## src/rtl/spi_slave_reg_ctrl.sv

```systemverilog
// Frame controller between the SPI slave core and the register bus: the first word of a
// chip-select frame is a command, following words become register writes or paced reads.
module spi_slave_reg_ctrl #(
    parameter int                    DATA_WIDTH  = 16,
    parameter int                    ADDR_WIDTH  = 8,
    parameter int                    ACK_TIMEOUT = 64,
    parameter logic [DATA_WIDTH-1:0] ERR_PATTERN = 16'hDEAD
) (
    input  logic                  i_sys_clk,
    input  logic                  i_sys_rst_n,
    input  logic                  i_spi_active,
    input  logic [DATA_WIDTH-1:0] i_rx_data,
    input  logic                  i_rx_valid,
    output logic [DATA_WIDTH-1:0] o_tx_data,
    output logic                  o_tx_load,
    output logic [ADDR_WIDTH-1:0] o_reg_addr,
    output logic [DATA_WIDTH-1:0] o_reg_wdata,
    output logic                  o_reg_we,
    output logic                  o_reg_re,
    input  logic [DATA_WIDTH-1:0] i_reg_rdata,
    input  logic                  i_reg_ack,
    output logic                  o_busy,
    output logic                  o_err_timeout,
    output logic                  o_err_overrun,
    output logic                  o_frame_done
);
    localparam int TW = $clog2(ACK_TIMEOUT + 1);

    typedef enum logic [2:0] {
        IDLE, CMD, WR_DATA, WR_ACK, RD_ACK, RD_WAIT, DRAIN, FLUSH
    } state_t;

    state_t                  state, nxt;
    logic                    act_q;
    logic [ADDR_WIDTH-1:0]   addr_q;
    logic [7:0]              cnt_q;
    logic [DATA_WIDTH-1:0]   hold_q;
    logic                    hold_full;
    logic                    cmd_seen;
    logic [TW-1:0]           tmo_cnt;

    logic cs_rise, cs_fall, rxv, req, ack_hit, tmo_hit;
    logic lat_cmd, wr_issue, rd_issue, hold_put, ovr;

    // State register
    always_ff @(posedge i_sys_clk or negedge i_sys_rst_n) begin
        if (!i_sys_rst_n) state <= IDLE;
        else              state <= nxt;
    end

    // Next-state logic; frame end overrides everything except an access still in flight
    always_comb begin
        nxt = state;
        if (state == FLUSH) begin
            if (ack_hit || tmo_hit || !req) nxt = IDLE;
        end else if (state != IDLE && cs_fall) begin
            nxt = (req && !ack_hit && !tmo_hit) ? FLUSH : IDLE;
        end else begin
            case (state)
                IDLE:    if (cs_rise) nxt = CMD;
                CMD:     if (rxv) nxt = i_rx_data[15] ? RD_ACK : WR_DATA;
                WR_DATA: if (wr_issue) nxt = WR_ACK;
                WR_ACK: begin
                    if (ack_hit)      nxt = (cnt_q == 8'd1) ? DRAIN : WR_DATA;
                    else if (tmo_hit) nxt = DRAIN;
                end
                RD_ACK: begin
                    if (ack_hit)      nxt = RD_WAIT;
                    else if (tmo_hit) nxt = DRAIN;
                end
                RD_WAIT: if (rxv) nxt = (cnt_q != 8'd0) ? RD_ACK : DRAIN;
                default: nxt = state;
            endcase
        end
    end

    // Output / control decode
    always_comb begin
        cs_rise  = i_spi_active & ~act_q;
        cs_fall  = ~i_spi_active & act_q;
        rxv      = i_rx_valid & i_spi_active;
        req      = o_reg_we | o_reg_re;
        ack_hit  = req & i_reg_ack;
        tmo_hit  = req & ~i_reg_ack & (tmo_cnt == TW'(ACK_TIMEOUT - 1));
        lat_cmd  = (state == CMD) & rxv;
        wr_issue = (state == WR_DATA) & (rxv | hold_full) & ~cs_fall;
        rd_issue = (lat_cmd & i_rx_data[15]) |
                   ((state == RD_WAIT) & rxv & (cnt_q != 8'd0));
        // A word arriving while the hold slot is being drained refills it
        hold_put = rxv & (((state == WR_ACK) & ~hold_full) |
                          ((state == WR_DATA) & hold_full));
        ovr      = rxv & (((state == WR_ACK) & hold_full) | (state == DRAIN));
        o_busy   = (state != IDLE);
    end

    // Datapath and registered outputs
    always_ff @(posedge i_sys_clk or negedge i_sys_rst_n) begin
        if (!i_sys_rst_n) begin
            act_q         <= 1'b0;
            addr_q        <= '0;
            cnt_q         <= '0;
            hold_q        <= '0;
            hold_full     <= 1'b0;
            cmd_seen      <= 1'b0;
            tmo_cnt       <= '0;
            o_tx_data     <= '0;
            o_tx_load     <= 1'b0;
            o_reg_addr    <= '0;
            o_reg_wdata   <= '0;
            o_reg_we      <= 1'b0;
            o_reg_re      <= 1'b0;
            o_err_timeout <= 1'b0;
            o_err_overrun <= 1'b0;
            o_frame_done  <= 1'b0;
        end else begin
            act_q        <= i_spi_active;
            o_tx_load    <= 1'b0;
            o_frame_done <= (state != IDLE) && (nxt == IDLE) && cmd_seen;

            if (state == IDLE && cs_rise) begin
                o_err_timeout <= 1'b0;
                o_err_overrun <= 1'b0;
                cmd_seen      <= 1'b0;
            end

            if (lat_cmd) begin
                addr_q   <= i_rx_data[ADDR_WIDTH-1:0];
                cnt_q    <= {1'b0, i_rx_data[14:8]} + 8'd1;
                cmd_seen <= 1'b1;
            end

            if (ack_hit || tmo_hit) begin
                o_reg_we <= 1'b0;
                o_reg_re <= 1'b0;
            end
            if (tmo_hit) o_err_timeout <= 1'b1;
            if (ovr)     o_err_overrun <= 1'b1;

            if (ack_hit && (state == WR_ACK || state == RD_ACK)) begin
                addr_q <= addr_q + ADDR_WIDTH'(1);
                cnt_q  <= cnt_q - 8'd1;
            end

            // The master is still clocking, so a failed read still hands it a marker word
            if (state == RD_ACK && !cs_fall) begin
                if (ack_hit) begin
                    o_tx_data <= i_reg_rdata;
                    o_tx_load <= 1'b1;
                end else if (tmo_hit) begin
                    o_tx_data <= ERR_PATTERN;
                    o_tx_load <= 1'b1;
                end
            end

            if (wr_issue) begin
                o_reg_we    <= 1'b1;
                o_reg_addr  <= addr_q;
                o_reg_wdata <= hold_full ? hold_q : i_rx_data;
            end
            if (rd_issue) begin
                o_reg_re   <= 1'b1;
                o_reg_addr <= lat_cmd ? i_rx_data[ADDR_WIDTH-1:0] : addr_q;
            end

            if (wr_issue || rd_issue) tmo_cnt <= '0;
            else if (req)             tmo_cnt <= tmo_cnt + TW'(1);

            if (nxt != WR_DATA && nxt != WR_ACK) begin
                hold_full <= 1'b0;
            end else if (hold_put) begin
                hold_q    <= i_rx_data;
                hold_full <= 1'b1;
            end else if (wr_issue) begin
                hold_full <= 1'b0;
            end
        end
    end

endmodule

```

## config.mk

```make
export PLATFORM = sky130hd
export DESIGN_NAME = spi_slave_reg_ctrl
export DESIGN_NICKNAME = d
export VERILOG_FILES = /design/src/rtl/spi_slave_reg_ctrl.sv
export SDC_FILE = /design/constraint.sdc
export NUM_CORES = 1
export LEC_CHECK = 0
export CAP_MARGIN = 5
export CORE_UTILIZATION = 50
export DETAILED_ROUTE_END_ITERATION = 6
export PLACE_DENSITY = 0.77
export SLEW_MARGIN = 5
export SYNTH_ARGS = -nofsm -noshare
export SYNTH_HDL_FRONTEND = slang
export SYNTH_SLANG_ARGS = --single-unit
```

## constraint.sdc

```tcl
create_clock -name i_sys_clk -period 6.9 [get_ports i_sys_clk]
set_clock_uncertainty 0.2 [all_clocks]
set_input_delay 1.38 -clock i_sys_clk [delete_from_list [all_inputs] [get_ports i_sys_clk]]
set_output_delay 1.38 -clock i_sys_clk [all_outputs]
set_load 0.05 [all_outputs]
```

# Word level (Yosys, flattened, before mapping)
# Cells that the tools add are included.
# word_totals
romBits,0
register_bits,91
ramBits,0
latch_bits,0
memories,0
word_cells,132
in_bits,37
out_inout_bits,47
# classes
add_sub_neg,4
mul,0
n_div,0
eq_ne,11
mux,39
reduce_logical,33
order_cmp,0
bitwise,28
shift,0
# op_table
cell,count
$mux W16,3
$mux W8,6
$mux W3,13
$pmux W3 S6,1
$reduce_bool A2 Y1,9
$and A1 B1 Y1,17
$mux W7,2
$mux W1,13
$eq A3 B3 Y1 const B,4
$logic_and A1 B1 Y1,9
$add A7 B1 Y8 const B,1
$add A8 B1 Y8 const B,1
$eq A8 B1 Y1 const B,1
$reduce_bool A8 Y1,1
$sub A8 B1 Y8 const B,1
$add A7 B1 Y7 const B,1
$eq A7 B6 Y1 const B,1
$eq A3 B2 Y1 const B,2
$logic_not A3 Y1,2
$ne A3 B2 Y1 const B,2
$not A1 Y1,6
$reduce_bool A3 Y1,2
$or A1 B1 Y1,5
$logic_not A1 Y1,4
other kinds (4),8

# Depth between registers and ports, before layout
# logic_depth
word_depth,12
ltp_mapped,7
depth_no_buf,6

# Worst setup path after synthesis
# OpenSTA, ideal clock, no wires.
# synth_path
path_type,input -> register
startpoint,in i_spi_active
endpoint,reg hold_q[10]
path_stages,6
arrival_time_ps,2865
setup_slack_ps,3710
n_path_buf,2
setup_time_ps,125
path_cell_list,clkbuf_1 > nor2b_1 > a2111oi_4 > nor3_2 > buf_6 > mux2_4
# synth_via
elab_chain_len,12
word_cells_on_any_way,22
classes_between,2 x eq/ne; 7 x mux; 10 x bitwise; 3 x reduce/logical
# synth_rtl
item,line,text
from (decl),11,"input logic i_spi_active,"
$and A1 B1 Y1 / $not A1 Y1 (equally long branches),"81, 80",
$or A1 B1 Y1 / $and A1 B1 Y1 (equally long branches),"86, 80",
$and A1 B1 Y1 / $not A1 Y1 (equally long branches),86,wr_issue = (state == WR_DATA) & (rxv | hold_full) & ~cs_fall;
$and A1 B1 Y1,86,
$mux W3,62,WR_DATA: if (wr_issue) nxt = WR_ACK;
$pmux W3 S6,59,case (state)
$mux W3,56,end else if (state != IDLE && cs_fall) begin
$mux W3,54,if (state == FLUSH) begin
$ne A3 B2 Y1,168,if (nxt != WR_DATA && nxt != WR_ACK) begin
$logic_and A1 B1 Y1,168,
$not A1 Y1 (no source line),--,
$reduce_and A2 Y1 (no source line) (*),--,
to (signal assigned),171,hold_q <= i_rx_data;
to (decl),37,logic [DATA_WIDTH-1:0] hold_q;
# Every way passes the cells marked *; elsewhere a longest branch is shown, timed or not.
# A chain may end at the register's enable or synchronous reset.

# Final worst setup path
# layout_path
startpoint,in i_spi_active
endpoint,reg o_reg_addr[1]
# layout_via
elab_chain_len,5
word_cells_on_any_way,15
classes_between,2 x mux; 12 x bitwise; 1 x reduce/logical
# layout_rtl
item,line,text
$and A1 B1 Y1 / $not A1 Y1 (equally long branches),"81, 80",
$and A1 B1 Y1 (tied with other cells),85,lat_cmd = (state == CMD) & rxv;
$and A1 B1 Y1 (tied with other cells),87,rd_issue = (lat_cmd & i_rx_data[15]) |
$or A1 B1 Y1 / $and A1 B1 Y1 (equally long branches),"87, 86",
$mux W8 / $reduce_bool A2 Y1 (equally long branches),--,
to (signal assigned),157,o_reg_addr <= addr_q;
to (signal assigned),162,o_reg_addr <= lat_cmd ? i_rx_data[ADDR_WIDTH-1:0] : addr_q;
to (decl),16,"output logic [ADDR_WIDTH-1:0] o_reg_addr,"
# Several ways; a longest one is shown, not always the timed one.

==> impl_metrics.yaml <==
drt:
  wl_um: 9880
  drt_iter0_drc: 159
  drc: 0
  avgViaCountPerCell: 5.84
  dr_total_vias: 3468
  post_drt_wl_per_cell_um: 16.6
  drt_pass1_iterations: 4
  drtAntennaViolNets: 0
floorplan:
  dieArea_mm2: 0.00919
  core_mm2: 0.00838
  dieWidth_um: 95.9
  dieHeight_um: 95.9
  start_util_pct: 52.5
  ios: 84
  rows: 33
worst_setup_path:
  cp_cell_sequence: "clkdlybuf4s50_1 -> o21a_1 -> o211a_1 -> a31oi_1 -> nor2b_1 -> a221o_1"
  path_buf_inv: 1
  slowest_delay_ps: 730
  crit_fanout: 38
  cp_data_arrival_time_ps: 3910
  cp.required_ps: 6940
  crit_type: "in -> reg"
  cp-end-kind: "register"
  critPathSlowestCell: "a31oi_1"
  cp_top_family: "compound AO/OA/AOI/OAI gates"
  start_kind: "primary input"
synthesis:
  yosysMostFrequentCell: "dfrtp_1"
  synth-seq-cells: 91
  synth.distinct_cells: 59
  synth_ff_type: "dfrtp_1"
  synth_commonest_cells: "91 x dfrtp_1, 41 x nor2_1, 34 x nand2_1, 28 x a21oi_1, 16 x mux2i_1"
  yosys_warnings: 0
  postSynthCellCount: 411
  syn-cell-area_mm2: 0.00440
  async_flop_share_pct: 100
  yosysTopAreaCell: "dfrtp_1"
  seq_area_frac_synth_pct: 51.7
  syn-num-nets: 454
  syn_avg_cell_area_um2: 10.7
  synth.area.top_cells: "dfrtp_1 52%, mux2i_1 3.6%, nor2_1 3.5%"
  synth_top_area_share_pct: 51.7
  synth_edf_count: 0
global_routing:
  grt_pass1_wl_um: 16100
  grt-ovfl-total: 0
  grt_usage_pct: 22.9
  first_global_vias: 3332
  grt_max_degree: 65
  antenna_found_initial: 0
clock_tree:
  clock_sinks: 91
  numCtsBuffers: 9
  clk_latency_ps: 360
  holdBufCountCts: 0
  postCtsSetupBuffers: 0
  cts_buffer_depth: 2
  cts_tree: "yes"
  cts-resized-gates: 0
  clk_pin_slew_ps: 90
  h-tree-depth: 3
  root_buffer: "clkbuf_8"
power_and_ir_drop:
  clkPwrFrac_pct: 13.6
  ir_drop_uv: 219
  cellLeakagePower_uw: 0.00230
  power.switching_uw: 1090
  powerDensity_mw_per_mm2: 443
  pwr-share-seq_pct: 38.6
  sw_frac_of_total_pct: 44.9
  intPower_uw: 1340
  combPwrFrac_pct: 47.8
place:
  hpwl_um: 7080
  finalWeightedCongestion: 0.847
  port_buffers: 83
final_layout:
  nets: 528
  area.growth.synth_to_final_pct: 24.1
  fill_cells: 681
  final_util_pct: 65.2
  drive_above_1_share_pct: 9.41
  diodes: 0
status:
  status: "completed"
timing:
  rsz0062_at_grt: "no"
  final-max-slew-violation-count: 0
  slew_headroom_pct: 19.9
  setup_viol: 0
  hold_viol_final: 0
  maxClockFrequency_mhz: 258
  fin_crit_sh_pct: 56.2
  fin_crit_ps: 3880
  worst_pin_slew_ps: 1200
  setup_tns_ps: 0
flow_run:
  max-cap-violations: 0
min_path:
  hp-class: "reg -> reg"
==> per-layer routing <==
layer	GRT usage (%)	vias up	share of wire, %
met4	8.46	0	1.5
met2	37.7	114	47
met1	30.4	1695	46
li1	-	1645	-
met5	0	-	0
met3	3.95	14	6.1
==> worst min-delay path, cell delays in order (launching register included) <==
cell	delay (ps)
dfrtp_1	350
nand2_1	50
nand2_1	50
==> layout by cell type, fill, tap and decap left out, drive strengths merged, types with 3 or more instances in the layout <==
cell,instances
a211oi,3
a21o,4
a21oi,29
a221o,8
a22o,6
a31oi,3
buf,5
clkbuf,9
clkdlybuf4s50,82
dfrtp,91
ha,6
inv,11
mux2,16
mux2i,16
nand2,34
nand2b,3
nand3,12
nand3b,3
nand4,8
nor2,41
nor2b,11
nor3,8
nor4,4
o211ai,6
o21ai,11
o22a,11
or3b,3
xnor2,5
xor2,6
==> registers in the layout, summed over array words and instances, names as in the netlist <==
register / cells
hold_q: 16
o_reg_wdata: 16
o_tx_data: 16
addr_q: 8
cnt_q: 8
o_reg_addr: 8
tmo_cnt: 7
state: 3
act_q: 1
cmd_seen: 1
hold_full: 1
o_err_overrun: 1
o_err_timeout: 1
o_frame_done: 1
o_reg_re: 1
o_reg_we: 1
o_tx_load: 1
==> cell type report <==
type / count / area (um2) / area share [%]
clock buffers: 9 / 124 / 2.27
clock inverters: 6 / 50.0 / 0.916
inverters: 8 / 30.0 / 0.549
multi-input cells: 288 / 2000 / 36.5
flip-flops and latches: 91 / 2280 / 41.7
well taps: 105 / 131 / 2.40
repair buffers: 87 / 858 / 15.7
==> power by group through the flow <==
stage / combinational (uW) / sequential [uW] / clock, uW
global route: 1240 / 967 / 357
floorplan: 415 / 1300 / 0
detailed placement: 1160 / 942 / 0
global placement: 1140 / 931 / 0
finish: 1160 / 936 / 328
CTS: 1170 / 934 / 335
==> final timing paths <==
kind                               from       endpoint  slack (ps)  cells past startpoint
max in group asynchronous   i_sys_rst_n  o_reg_addr[2]        4680                      2
min in group asynchronous   i_sys_rst_n   o_tx_data[1]         730                      1
max                        i_spi_active  o_reg_addr[1]        3020                      6
min reg2reg                    cmd_seen       cmd_seen         280                      2
min                            cmd_seen       cmd_seen         280                      2
max reg2reg                    state[2]  o_reg_addr[7]        3950                      4
==> per-stage QoR <==
| step | total power [uW] | setup slack, ps | instance area (um2) | hold WS [ps] | instances |
|---|---|---|---|---|---|
| detailed placement | 2100 | 2660 | 5290 | 264 | 579 |
| finish | 2420 | 3020 | 5470 | 281 | 594 |
| global placement | 2070 | 2770 | 5290 | 260 | 579 |
| global route | 2560 | 2780 | 5470 | 311 | 594 |
| CTS | 2440 | 3040 | 5470 | 285 | 594 |
| floorplan | 1720 | 3710 | 4400 | 245 | 411 |
==> cell families after synthesis <==
logic type      after synthesis  synth area share, %
mux                          32                 8.58
fa+ha+maj                     6                 1.70
xor+xnor                     11                 2.19
flops                        91                 51.7
simple gates                137                 15.8
compound gates              102                 17.0
buf+inv                      32                 2.98
Power figures use the tool's default switching activity.
